==> src/rtl/controlador_alarmas_pkg.sv <==
// Shared types and default timing for the alarm actuator stage.
// State encoding is reused by display/status blocks.
package controlador_alarmas_pkg;

  typedef enum logic [1:0] {
    REPOSO   = 2'd0,
    LEVE     = 2'd1,
    GRAVE    = 2'd2,
    SILENCIO = 2'd3
  } estado_t;

  localparam int TICK_DIV_DEF    = 50000;
  localparam int GRAVE_ON_DEF    = 250;
  localparam int GRAVE_OFF_DEF   = 250;
  localparam int LEVE_ON_DEF     = 100;
  localparam int LEVE_OFF_DEF    = 900;
  localparam int SILENCIO_MS_DEF = 30000;
  localparam int VENT_MIN_MS_DEF = 5000;

  function automatic int max_int(int a, int b);
    return (a > b) ? a : b;
  endfunction

  // Bits needed to hold 0..n-1, never less than one.
  function automatic int cnt_width(int n);
    return (n > 1) ? $clog2(n) : 1;
  endfunction

endpackage

==> src/rtl/controlador_alarmas_generador_tick.sv <==
// Free-running prescaler producing a one-clk tick
// every TICK_DIV clocks; shared by timed blocks.
module generador_tick
  import controlador_alarmas_pkg::*;
#(
  parameter int TICK_DIV = TICK_DIV_DEF
) (
  input  logic clk,
  input  logic rst_n,
  output logic tick
);

  localparam int W = cnt_width(TICK_DIV);
  localparam logic [W-1:0] LAST = W'(TICK_DIV - 1);

  logic [W-1:0] cnt_q;
  logic [W-1:0] cnt_d;

  // Tick on the last count, then wrap to zero.
  always_comb begin
    tick  = (cnt_q == LAST);
    cnt_d = tick ? '0 : cnt_q + W'(1);
  end

  // Prescaler register.
  always_ff @(posedge clk or negedge rst_n) begin
    if (!rst_n) cnt_q <= '0;
    else        cnt_q <= cnt_d;
  end

endmodule

==> src/rtl/controlador_alarmas.sv <==
// Alarm actuator: buzzer pattern, alert LED,
// ventilation motor hold and acknowledge/silence.
module controlador_alarmas
  import controlador_alarmas_pkg::*;
#(
  parameter int TICK_DIV    = TICK_DIV_DEF,
  parameter int GRAVE_ON    = GRAVE_ON_DEF,
  parameter int GRAVE_OFF   = GRAVE_OFF_DEF,
  parameter int LEVE_ON     = LEVE_ON_DEF,
  parameter int LEVE_OFF    = LEVE_OFF_DEF,
  parameter int SILENCIO_MS = SILENCIO_MS_DEF,
  parameter int VENT_MIN_MS = VENT_MIN_MS_DEF
) (
  input  logic       clk,
  input  logic       rst_n,
  input  logic       alarm_grave,
  input  logic       alarm_leve,
  input  logic       ventilacion,
  input  logic       iluminacion,
  input  logic       reconocer,
  output logic       buzzer,
  output logic       led_alerta,
  output logic       vent_motor,
  output logic [1:0] estado
);

  localparam int PMAX = max_int(max_int(GRAVE_ON, GRAVE_OFF),
                                max_int(LEVE_ON, LEVE_OFF));
  localparam int PW = cnt_width(PMAX);
  localparam int SW = cnt_width(SILENCIO_MS + 1);
  localparam int VW = cnt_width(VENT_MIN_MS + 1);

  localparam logic [PW-1:0] G_ON_L  = PW'(GRAVE_ON - 1);
  localparam logic [PW-1:0] G_OFF_L = PW'(GRAVE_OFF - 1);
  localparam logic [PW-1:0] L_ON_L  = PW'(LEVE_ON - 1);
  localparam logic [PW-1:0] L_OFF_L = PW'(LEVE_OFF - 1);
  localparam logic [SW-1:0] SIL_LD  = SW'(SILENCIO_MS);
  localparam logic [VW-1:0] VENT_LD = VW'(VENT_MIN_MS);

  logic          tick;
  logic [3:0]    s1_q, s2_q;
  logic          g_s, l_s, v_s, i_s;
  estado_t       est_q, est_d;
  logic          fase_q, fase_d;
  logic [PW-1:0] pat_q, pat_d, lim;
  logic [SW-1:0] sil_q, sil_d;
  logic [VW-1:0] vent_q, vent_d;
  logic          mot_q, mot_d;
  logic          buz_q, buz_d;
  logic          led_q, led_d;
  logic          activo, entra;

  generador_tick #(.TICK_DIV(TICK_DIV)) u_tick (
    .clk   (clk),
    .rst_n (rst_n),
    .tick  (tick)
  );

  assign g_s = s2_q[3];
  assign l_s = s2_q[2];
  assign v_s = s2_q[1];
  assign i_s = s2_q[0];

  // Next state with GRAVE overriding everything; silence window timing.
  always_comb begin
    est_d = est_q;
    sil_d = sil_q;
    if (g_s) begin
      est_d = GRAVE;
    end else begin
      unique case (est_q)
        REPOSO: if (l_s) est_d = LEVE;
        LEVE: begin
          if (reconocer) begin
            est_d = SILENCIO;
            sil_d = SIL_LD;
          end else if (!l_s) begin
            est_d = REPOSO;
          end
        end
        GRAVE: est_d = l_s ? LEVE : REPOSO;
        SILENCIO: begin
          if (sil_q == '0)  est_d = l_s ? LEVE : REPOSO;
          else if (tick)    sil_d = sil_q - SW'(1);
        end
      endcase
    end
  end

  // Beep phase; any entry into an audible state restarts at ON.
  always_comb begin
    activo = (est_d == LEVE) || (est_d == GRAVE);
    entra  = activo && (est_d != est_q);
    fase_d = fase_q;
    pat_d  = pat_q;
    if (est_q == GRAVE) lim = fase_q ? G_ON_L : G_OFF_L;
    else                lim = fase_q ? L_ON_L : L_OFF_L;
    if (!activo || entra) begin
      fase_d = 1'b1;
      pat_d  = '0;
    end else if (tick) begin
      if (pat_q == lim) begin
        fase_d = !fase_q;
        pat_d  = '0;
      end else begin
        pat_d = pat_q + PW'(1);
      end
    end
    buz_d = activo && fase_d;
    led_d = i_s || ((est_d == GRAVE) && fase_d);
  end

  // Motor starts on request and holds for the minimum on-time.
  always_comb begin
    mot_d  = mot_q;
    vent_d = vent_q;
    if (v_s && !mot_q) begin
      mot_d  = 1'b1;
      vent_d = VENT_LD;
    end else begin
      if (tick && vent_q != '0) vent_d = vent_q - VW'(1);
      if (!v_s && vent_q == '0) mot_d = 1'b0;
    end
  end

  // Synchronizers, state, counters and registered outputs.
  always_ff @(posedge clk or negedge rst_n) begin
    if (!rst_n) begin
      s1_q   <= '0;
      s2_q   <= '0;
      est_q  <= REPOSO;
      fase_q <= 1'b0;
      pat_q  <= '0;
      sil_q  <= '0;
      vent_q <= '0;
      mot_q  <= 1'b0;
      buz_q  <= 1'b0;
      led_q  <= 1'b0;
    end else begin
      s1_q   <= {alarm_grave, alarm_leve,
                 ventilacion, iluminacion};
      s2_q   <= s1_q;
      est_q  <= est_d;
      fase_q <= fase_d;
      pat_q  <= pat_d;
      sil_q  <= sil_d;
      vent_q <= vent_d;
      mot_q  <= mot_d;
      buz_q  <= buz_d;
      led_q  <= led_d;
    end
  end

  assign buzzer     = buz_q;
  assign led_alerta = led_q;
  assign vent_motor = mot_q;
  assign estado     = est_q;

endmodule
==> config.mk <==
export PLATFORM = sky130hd
export DESIGN_NAME = controlador_alarmas
export DESIGN_NICKNAME = d
export VERILOG_FILES = /design/src/rtl/controlador_alarmas_pkg.sv /design/src/rtl/controlador_alarmas_generador_tick.sv /design/src/rtl/controlador_alarmas.sv
export SDC_FILE = /design/constraint.sdc
export NUM_CORES = 1
export LEC_CHECK = 0
export BUFFER_PORTS_ARGS = -buffer_cell sky130_fd_sc_hd__buf_2
export CORE_AREA = 4 4 106 108
export DETAILED_ROUTE_END_ITERATION = 6
export DIE_AREA = 0 0 110 112
export MAX_ROUTING_LAYER = met4
export PLACE_DENSITY_LB_ADDON = 0.08
export SLEW_MARGIN = 20
export SYNTH_ARGS = -nofsm -noshare
export SYNTH_HDL_FRONTEND = slang
export SYNTH_SLANG_ARGS = --single-unit
==> constraint.sdc <==
create_clock -name clk -period 7.3 [get_ports clk]
set_input_delay 0.365 -clock clk [delete_from_list [all_inputs] [get_ports clk]]
set_output_delay 0.365 -clock clk [all_outputs]
set_load 0.02 [all_outputs]
==> parameters.txt <==
Parameter                              Value

Cells and area
  Antenna diode instance count ... 0
  Nets@finish ... 382
  Fraction of layout instances using a drive strength above 1 ... 11.76%
  Area delta synth->final ... 10.59%
  Non-Filler Cell Area, Final ... 3921 µm²

Run
  Number of maximum-capacitance constraint violations ... 0

Run status
  Run status ... finished clean

Worst setup path
  Worst flop-to-flop path endpoint ... led_alerta
  Slowest-stage cell, CP ... dfrtp_1
  Required time of the critical path ... 7.54 ns
  Cell with the most instances on the worst path ... nor2_1
  Crit-path leading delay family ... compound AO/OA/AOI/OAI gates
  Top fanout value on the critical path ... 25
  Count of buffer and inverter cells on the critical path ... 0
  Worst setup EP type ... flop
  Beginning of the worst register-to-register path ... estado[1]
  Length in cells of the worst reg-to-reg path ... 8
  Setup crit start kind ... flop
  CP peak stage delay ... 0.86 ns
  Worst EP arrival ... 3.32 ns
  Worst reg-to-reg setup slack ... 4.21 ns
  WS Path Type ... flop to flop
  CP cell instances ... nor2_1 > nor2_1 > nand2_1 > o21a_1 > ha_1 > a311o_1 > a211oi_1 > o31ai_1

Synthesis
  Synth Area per Inst ... 9.932 µm²
  Synth Instances ... 357
  Largest cells by area after synthesis ... dfrtp_1 48%, xor2_1 5.4%, nor2_1 4.1%, nand2_1 3.0%, xnor2_1 2.7%
  Most common library cells after synthesis ... 68 x dfrtp_1, 39 x nor2_1, 28 x nand2_1, 22 x xor2_1, 16 x nand3_1
  Most used flip-flop cell after synthesis ... dfrtp_1
  Proportion of synthesized chip area in sequential cells ... 47.99%
  Library cell occupying the most area in the post-synthesis netlist ... dfrtp_1
  Share of flip-flops with an asynchronous set or reset after synthesis ... 100.0%
  Number of distinct library cell variants in the gate-level netlist after synthesis ... 58
  Fraction of synthesized cell area taken by the top area cell type ... 47.99%
  Summed instance area of the synthesized netlist ... 3546 µm²
  Count of yosys warnings during synthesis ... 0
  Flops & latches, synth ... 68
  Cell with the most instances after synthesis ... dfrtp_1
  Nets in the synthesized netlist ... 370
  Number of enable-type register cells in the synthesized netlist ... 0

Global route
  First-pass GRT wire length ... 13.37 mm
  Largest net degree at the start of global routing ... 69
  Sum of overflow across all layers after global routing ... 0
  Aggregate global-route resource usage ... 14.49%
  Number of global-route vias before repair ... 2,627
  Number of antenna violations at the first check in global routing ... 0

Die
  Floorplan core area ... 10,230 µm²
  Site Rows ... 37
  Die Y-Extent ... 112 µm
  IO Count ... 12
  Die Span X ... 110 µm
  Effective utilization at floorplan ... 34.66%
  Total die area ... 12,320 µm²

Route
  Vias ... 2,633
  DRC errors left ... 0
  Via density per instance ... 5.163
  Post-route ant nets ... 0
  Wire length after detailed routing ... 7.760 mm
  Count of TritonRoute iterations in the first routing pass ... 4
  Starting DRT DRC Count ... 62
  Wirelength per Cell ... 15.22 µm

Hold path
  Min-delay src ... ventilacion
  Path type of the worst min-delay path ... input pin to flop
  Worst hold path stage count ... 1
  End point of the worst hold path ... s1_q[1]

STA
  Worst slew slack as a fraction of its limit ... 41.22%
  Share of the clock period used by the worst path ... 42.27%
  Final count of pins violating max slew ... 0
  Transition at the pin with the smallest max-transition slack ... 0.8817 ns
  Count of endpoints failing hold in the final timing report ... 0
  Endpoints failing setup ... 0
  RSZ-0062 raised after global routing ... no
  Highest Clock Rate ... 0.3241 GHz
  Final worst hold slack ... 0.1060 ns
  Final TNS setup ... 0 ns
  Layout Skew ... 0.008433 ns
  Final Critical Period ... 3.085 ns

Placed design
  GP Congestion ... 0.7838
  Area post-placement ... 3719 µm²
  IO buf count ... 11
  Estimated wirelength of the detail-placed design ... 5.059 mm

CTS
  Worst-Skew Late Latency ... 0.36 ns
  CTS H-tree lvls ... 3
  Reg clk slew, reported paths ... 0.08 ns
  Cts hold-fix bufs ... 0
  Number of buffers added by the clock tree synthesis step ... 9
  Root cell of the clock tree ... clkbuf_8
  Largest buffer count on any clock path ... 2
  PostCTS Resize Cnt ... 0
  TritonCTS clock tree ... yes
  Clock tree sinks ... 68
  Buffers inserted during post-CTS setup optimization ... 0

Power and ir drop
  Largest vdd supply drop ... 0.0001062 V
  Leakage power of the design ... 1.576 nW
  Overall power consumption ... 0.7887 mW
  Power Density ... 201.1 nW/µm²
==> worst max path at each step <==
stage                     slack (ns)    endpoint      start  cells past startpoint
after CTS                       4.19  led_alerta  estado[1]                      8
after global placement          4.33  led_alerta  estado[1]                      8
after detailed placement        4.19  led_alerta  estado[1]                      8
after global routing            3.88  led_alerta  estado[1]                      8
after floorplan                 4.70  led_alerta  estado[1]                      8
final                           4.21  led_alerta  estado[1]                      8
==> stage by stage <==
step                      util [%]  instances  worst slack, ns
after floorplan                  -        357            4.703
after global placement       36.35        494            4.325
after detailed placement     36.35        494            4.193
after CTS                    38.33        510            4.193
after global routing         38.33        510            3.882
final                        38.33        510            4.215
==> metal layers <==
layer	track usage [%]	share of wire [%]
met1	19.77	51
met2	20.15	44
met3	2.899	2.3
met4	7.481	2.5
met5	-	0
==> where the power goes <==
group	internal, mW	switching [mW]	total [mW]
sequential	0.388	0.0164	0.404
clock	0.175	0.153	0.328
combinational	0.0196	0.0364	0.0560
==> placed cells by master, fill, tap and decap left out, types with 2 or more instances in the layout <==
cell        n
dfrtp_1    68
nor2_1     39
nand2_1    28
xor2_1     22
nand3_1    16
nor3_1     15
inv_1      14
nand4_1    12
xnor2_1    11
o21ai_0    11
clkbuf_8   11
buf_2      11
nor4_1      7
nor3b_1     7
nor2b_1     7
a21oi_1     7
ha_1        6
and3_1      5
nand2b_1    5
or4_1       4
a221o_1     4
or3_1       4
or2_2       3
a211oi_1    3
o31ai_1     3
o311a_1     3
o2111ai_1   3
o211ai_2    3
nor4bb_1    2
and4_1      2
o211ai_1    2
mux2i_1     2
a31oi_1     2
a22o_1      2
or4_4       2
clkinv_2    2
buf_4       2
==> final cells by class <==
cell class | instances | area [µm²]
clock inverter | 4 | 47.55
multi-input combinational | 263 | 1724
timing repair buffer | 13 | 70.07
fill | 1040 | 6310
sequential | 68 | 1702
inverter | 14 | 52.55
clock buffer | 12 | 155.1
tap | 136 | 170.2
==> worst register-to-register path, cell delays in order, from the launching register on <==
cell	delay [ns]
dfrtp_1	0.86
nor2_1	0.18
nor2_1	0.48
nand2_1	0.13
o21a_1	0.13
ha_1	0.31
a311o_1	0.39
a211oi_1	0.38
o31ai_1	0.12
==> cells by family (layout without fill, tap and decap cells) <==
| group | Yosys count | in the layout | share of synthesized area, % |
|---|---|---|---|
| fa+ha+maj | 6 | 6 | 2.117 |
| simple gates | 166 | 166 | 25.30 |
| xor+xnor | 33 | 33 | 8.151 |
| buf+inv | 26 | 43 | 3.387 |
| flops | 68 | 68 | 47.99 |
| mux | 2 | 2 | 0.5646 |
| compound gates | 56 | 56 | 12.49 |
==> sequential cells by signal, summed over array words and instances (netlist names) <==
signal,count
s2_q,4
led_alerta,1
s1_q,4
vent_motor,1
fase_q,1
u_tick.cnt_q,16
sil_q,15
buzzer,1
pat_q,10
vent_q,13
estado,2
(Power assumes the default switching activity.)
